[config.mk]
export PLATFORM = sky130hd
export DESIGN_NAME = key_filter_bank
export DESIGN_NICKNAME = d
export VERILOG_FILES = /design/src/rtl/key_filter_pkg.sv /design/src/rtl/key_filter_chan.sv /design/src/rtl/key_filter_bank.sv
export SDC_FILE = /design/constraint.sdc
export NUM_CORES = 1
export LEC_CHECK = 0
export CELL_PAD_IN_SITES_DETAIL_PLACEMENT = 0
export CELL_PAD_IN_SITES_GLOBAL_PLACEMENT = 1
export CORE_MARGIN = 1.5
export CORE_UTILIZATION = 45
export DETAILED_ROUTE_END_ITERATION = 10
export GPL_TIMING_DRIVEN = 0
export PLACE_DENSITY_LB_ADDON = 0.1
export SKIP_LAST_GASP = 1
export SLEW_MARGIN = 5
export SYNTH_ARGS = -nofsm -noshare
export SYNTH_HDL_FRONTEND = slang
export SYNTH_HIERARCHICAL = 1
export SYNTH_SLANG_ARGS = --single-unit
export TNS_END_PERCENT = 20
[constraint.sdc]
create_clock -name clk -period 2.32 [get_ports clk]
set_clock_uncertainty 0.2 [all_clocks]
set_input_delay 0.464 -clock clk [delete_from_list [all_inputs] [get_ports clk]]
set_output_delay 0.464 -clock clk [all_outputs]
set_load 0.03 [all_outputs]
[src/rtl/key_filter_pkg.sv]
// key_filter_pkg: shared hold-FSM state type and counter sizing for the key filter bank
package key_filter_pkg;
  typedef enum logic [1:0] {IDLE, HELD, LONG} hold_state_e;

  function automatic int cnt_width(input int mask_time, input int long_time, input int repeat_time);
    int m;
    m = mask_time > long_time ? mask_time : long_time;
    m = repeat_time > m ? repeat_time : m;
    return $clog2(m + 1);
  endfunction
endpackage

[src/rtl/key_filter_chan.sv]
// key_filter_chan: one key channel - synchroniser, debounce, hold FSM and event pulses
module key_filter_chan
  import key_filter_pkg::*;
#(
  parameter int MASK_TIME   = 500000,
  parameter int LONG_TIME   = 50000000,
  parameter int REPEAT_TIME = 10000000
) (
  input  logic clk,
  input  logic rst,
  input  logic key_n,
  output logic key_state,
  output logic press_pulse,
  output logic release_pulse,
  output logic long_pulse,
  output logic repeat_pulse
);
  localparam int W = cnt_width(MASK_TIME, LONG_TIME, REPEAT_TIME);
  localparam logic [W-1:0] MASK_LAST = W'(MASK_TIME - 1);
  localparam logic [W-1:0] LONG_LAST = W'(LONG_TIME - 1);
  localparam logic [W-1:0] REP_LAST = W'(REPEAT_TIME - 1);
  localparam bit REP_EN = REPEAT_TIME > 0;
  logic [1:0] meta_q, meta_d;
  logic sync_q, sync_d, key_state_q, key_state_d;
  logic press_q, press_d, release_q, release_d, long_q, long_d, repeat_q, repeat_d;
  logic [W-1:0] db_cnt_q, db_cnt_d, hold_cnt_q, hold_cnt_d;
  hold_state_e state_q, state_d;
  logic toggle, fall, hold_hit;
  // sync_q adds a registered inversion stage after the 2-FF synchroniser
  always_comb begin
    meta_d = {meta_q[0], key_n};
    sync_d = ~meta_q[1];
    toggle = (sync_q != key_state_q) && (db_cnt_q == MASK_LAST);
    fall = toggle && key_state_q;
    key_state_d = key_state_q ^ toggle;
    db_cnt_d = (sync_q == key_state_q || toggle) ? '0 : (db_cnt_q == '1) ? db_cnt_q : db_cnt_q + 1'b1;
    press_d = toggle && !key_state_q;
    release_d = fall;
    hold_hit = (state_q == HELD) ? (hold_cnt_q == LONG_LAST) : (state_q == LONG && REP_EN && hold_cnt_q == REP_LAST);
    long_d = (state_q == HELD) && hold_hit && !fall;
    repeat_d = (state_q == LONG) && hold_hit && !fall;
    state_d = fall ? IDLE : press_d ? HELD : long_d ? LONG : state_q;
    hold_cnt_d = (fall || press_d || hold_hit) ? '0 :
                 (state_q != IDLE && key_state_q && hold_cnt_q != '1) ? hold_cnt_q + 1'b1 : hold_cnt_q;
  end
  always_ff @(posedge clk or posedge rst) begin
    if (rst) begin
      meta_q      <= 2'b11;
      sync_q      <= 1'b0;
      key_state_q <= 1'b0;
      db_cnt_q    <= '0;
      hold_cnt_q  <= '0;
      state_q     <= IDLE;
      press_q     <= 1'b0;
      release_q   <= 1'b0;
      long_q      <= 1'b0;
      repeat_q    <= 1'b0;
    end else begin
      meta_q      <= meta_d;
      sync_q      <= sync_d;
      key_state_q <= key_state_d;
      db_cnt_q    <= db_cnt_d;
      hold_cnt_q  <= hold_cnt_d;
      state_q     <= state_d;
      press_q     <= press_d;
      release_q   <= release_d;
      long_q      <= long_d;
      repeat_q    <= repeat_d;
    end
  end
  assign key_state     = key_state_q;
  assign press_pulse   = press_q;
  assign release_pulse = release_q;
  assign long_pulse    = long_q;
  assign repeat_pulse  = repeat_q;
endmodule

[src/rtl/key_filter_bank.sv]
// key_filter_bank: NUM_KEYS independent debounced push-button channels
module key_filter_bank
  import key_filter_pkg::*;
#(
  parameter int NUM_KEYS    = 4,
  parameter int MASK_TIME   = 500000,
  parameter int LONG_TIME   = 50000000,
  parameter int REPEAT_TIME = 10000000
) (
  input  logic                clk,
  input  logic                rst,
  input  logic [NUM_KEYS-1:0] key_n,
  output logic [NUM_KEYS-1:0] key_state,
  output logic [NUM_KEYS-1:0] press_pulse,
  output logic [NUM_KEYS-1:0] release_pulse,
  output logic [NUM_KEYS-1:0] long_pulse,
  output logic [NUM_KEYS-1:0] repeat_pulse
);
  for (genvar i = 0; i < NUM_KEYS; i++) begin : g_chan
    key_filter_chan #(
      .MASK_TIME  (MASK_TIME),
      .LONG_TIME  (LONG_TIME),
      .REPEAT_TIME(REPEAT_TIME)
    ) u_chan (
      .clk          (clk),
      .rst          (rst),
      .key_n        (key_n[i]),
      .key_state    (key_state[i]),
      .press_pulse  (press_pulse[i]),
      .release_pulse(release_pulse[i]),
      .long_pulse   (long_pulse[i]),
      .repeat_pulse (repeat_pulse[i])
    );
  end
endmodule

==> metrics.md <==
| Metric | Value |
|---|---|
| Leak | between 0.006 and 0.007 uW |
| Initial Utilization | 0.4552 |
| WP buf/inv | 1 |
| R2r startpoint | g_chan[3].u_chan/hold_cnt_q[7]$_DFFE_PP0P_ |
| Initial antenna violation count | 0 |
| Ys Warns | 6 |
| CP Depth | 6 |
| Vias per Instance | roughly 6 |
| Maximum VDD drop | between 500 and 600 uV |
| GP Congestion | around 0.83 |
| Wirelength, routed | around 34 mm |
| Clk Latency, worst-skew pair | 540 ps |
| CTS tree | yes |
| Die span in x | around 180 um |
| Syn_area_per_cell | approximately 9.4 sq um |
| Root buffer cell | clkbuf_16 |
| Fillers | 2,842 |
| Xor and xnor area share after synthesis | 0.04806 |
| Failing checks | negative setup slack |
| Layout cells sized above 1 | 0.1504 |
| Final HPWL DP | between 20 and 25 mm |
| Crit path from | g_chan[3].u_chan/hold_cnt_q[7]$_DFFE_PP0P_ |
| Crit Path Class | flip-flop to flip-flop |
| Top_reg_cell synth | dfrtp_1 |
| Tcrit/Tclk final | 1.114 |
| Synth Area in Compound Gates | 0.1489 |
| Main combinational cell family by area after synthesis | simple AND/OR/NAND/NOR gates |
| Commonest non-fill, non-tap cells in the layout | dfrtp_1 (236), nor2_1 (119), nand2_1 (101) |
| Area Growth Syn to Fin | 18.11% |
| Clk pin slew, worst setup/hold paths | about 60 ps |
| Nature of the critical path endpoint | flip-flop |
| Final Worst Setup Slack | -263.8 ps |
| Worst min path class | primary input to flip-flop |
| Total CTS buffers | 28 |
| EDFF count, synth | 0 |
| Htree depth | 1 |
| Slew HR | 0.4688 |
| Mux cell area share after synthesis | 0.01048 |
| Critical path's slowest cell | or4b_4 |
| Synth Instances | 1,481 |
| CP max FO | 6 |
| Routed WL per cell | 17.18 um |
| Crit path largest cell delay | around 570 ps |
| Worst slew pin tran | 796.8 ps |
| Reg2Reg Depth | 6 |
| Simple-gate share of the synthesized area | 0.3018 |
| Pre-Repair DR Iteration Count | 5 |
| Largest net degree at the start of global routing | 63 |
| Worst path cell trace | or4b_1 > or4b_4 > a211oi_4 > o21bai_4 > buf_6 > a21oi_1 |
| Die ar. | roughly 32,000 sq um |
| Number of global-route vias before repair | between 10,000 and 15,000 |
| Final net count | ~1,600 |
| Rows | 64 |
| Worst Setup Start Kind | flip-flop |
| Async set-reset flop share out of synthesis | 1.000 |
| Max Buffers Root-to-Sink | 3 |
| Synth cell types | 65 |
| Mapped Area | ~14,000 sq um |
| Most common cell after layout, fill and taps aside | dfrtp_1 |
| Fin crit period | around 2600 ps |
| Port bufs | 25 |
| Syn_nets | between 1,000 and 1,500 |
| Top delay family on crit path | simple AND/OR/NAND/NOR gates |
| Final core utilization | 0.5376 |
| Antenna-violating nets left | 0 |
| Hold wc startpoint | key_n[3] |
| Initial DRC count | between 800 and 900 |
| Overflow after GRT | 0 |
| Die Ht | about 180 um |
| Hold Path Cell Cnt | 1 |
| RSZ-0062 raised after global routing | yes |
| Synthesis-stage register bit count | approximately 250 |
| FF+latch area | 6221 sq um |
| Highest Clock Rate | about 390 MHz |
| WP data arrival | 2800 ps |
| Residual DRC | 0 |
| P per Cell Area | 590.2 nW/um^2 |
| Adder-cell share of the synthesized area | 0.007227 |
| Core ar. | about 30,000 sq um |
| Diodes inserted | 0 |
| Design Area, Final | 16,360 sq um |
| Cell area after placement | 14,620 sq um |
| First-pass GRT wire length | ~57 mm |
| Max-cap violations | 0 |
| GRT Util Overall | 0.2165 |
| Status | finished, violations left |
| Multi-input gate area | ~7500 sq um |
| I/O Pins | 26 |
| Register area share after synthesis | 0.4488 |
| Data required, critical path | between 2000 and 3000 ps |
| CTS Sinks | approximately 250 |
| Worst slack at placement | -514.2 ps |
| Final setup fails | around 140 |
| Final hold vios | 0 |
| Via count | 11,840 |
| Final-report max-slew violation count | 0 |
==> cell usage after synthesis, drive strengths merged (33+ instances only) <==
cell type,instances,area [sq um]
or3,72,450.4
o21ai,67,335.3
nor3,36,195.2
and4,36,315.3
or4,49,367.9
xnor2,50,437.9
nand3,75,375.4
inv,33,123.9
nor2,131,494.2
buf,33,245.2
nor4,34,219.0
nand4,69,437.9
nand2,102,385.4
a21oi,129,645.6
dfrtp,240,6006
o31ai,51,465.4
==> final cells by class <==
type,instances,share of cell area
Timing Repair Buffer,59,0.03342
Inverter,33,0.008184
Buffer,52,0.02073
Clock buffer,39,0.05094
Clock inverter,13,0.01484
Multi-Input combinational cell,1138,0.4613
Sequential cell,248,0.3803
Tap cell,396,0.03029
==> metrics by stage <==
step                      power (uW)  hold WS [ps]  TNS, ps  std cells
after floorplan                 4589         145.2    -1725       1481
after global placement          4653         145.7  -361420       1902
after detailed placement        4658         146.8   -39020       1902
after CTS                       9813         99.52   -27840       1974
after global routing           10010         100.9   -35350       1978
final                           9655         124.6   -19150       1978
==> worst paths after layout <==
kind                                                               end  slack, ps
setup / recovery           g_chan[3].u_chan/hold_cnt_q[12]$_DFFE_PP0P_       -260
max in group asynchronous    g_chan[2].u_chan/db_cnt_q[19]$_DFFE_PP0P_        780
hold / removal                    g_chan[3].u_chan/meta_q[0]$_DFF_PP1_        120
setup reg to reg           g_chan[3].u_chan/hold_cnt_q[12]$_DFFE_PP0P_       -260
hold reg to reg                   g_chan[1].u_chan/meta_q[1]$_DFF_PP1_        150
min in group asynchronous    g_chan[1].u_chan/db_cnt_q[17]$_DFFE_PP0P_        550
==> cells by family after synthesis <==
family,Yosys count
adders and majority gates,8
muxes,14
AOI/OAI and AO/OA,316
and+or+nand+nor,724
xor gates and xnor gates,76
DFF,248
buffers and inverters,95
==> sequential cells by signal, summed over array words and instances (netlist names), named ones only <==
| register | count |
|---|---|
| g_chan.u_chan/db_cnt_q | 104 |
| g_chan.u_chan/hold_cnt_q | 104 |
| g_chan.u_chan/meta_q | 8 |
| g_chan.u_chan/state_q | 8 |
| g_chan.u_chan/long_pulse | 4 |
| g_chan.u_chan/press_pulse | 4 |
| g_chan.u_chan/release_pulse | 4 |
| g_chan.u_chan/repeat_pulse | 4 |
| g_chan.u_chan/sync_q | 4 |
==> timing repair <==
item / in CTS / in global routing
setup buffers: 19 / 8
pin swaps: 5 / 14
hold buffers: 0 / 0
gates resized for setup: 46 / 81
setup endpoints to repair: 214 / 223
gates cloned: 5 / 2
==> power breakdown <==
group          internal, uW  switching [uW]  total, uW  leakage, uW
logic                  46.6             145        192      0.00222
registers              4360            27.9       4390      0.00341
clock network          3270            1810       5080     0.000530
total                  7680            1980       9660      0.00616
==> metal layers <==
layer	up-vias	routed length, um	GRT usage
met5	-	0	0
met4	0	572	0.05000
met3	45	1080	0.02408
met2	183	15870	0.3509
met1	5836	16460	0.3099
li1	5771	-	-
Power figures use the tool's default switching activity.
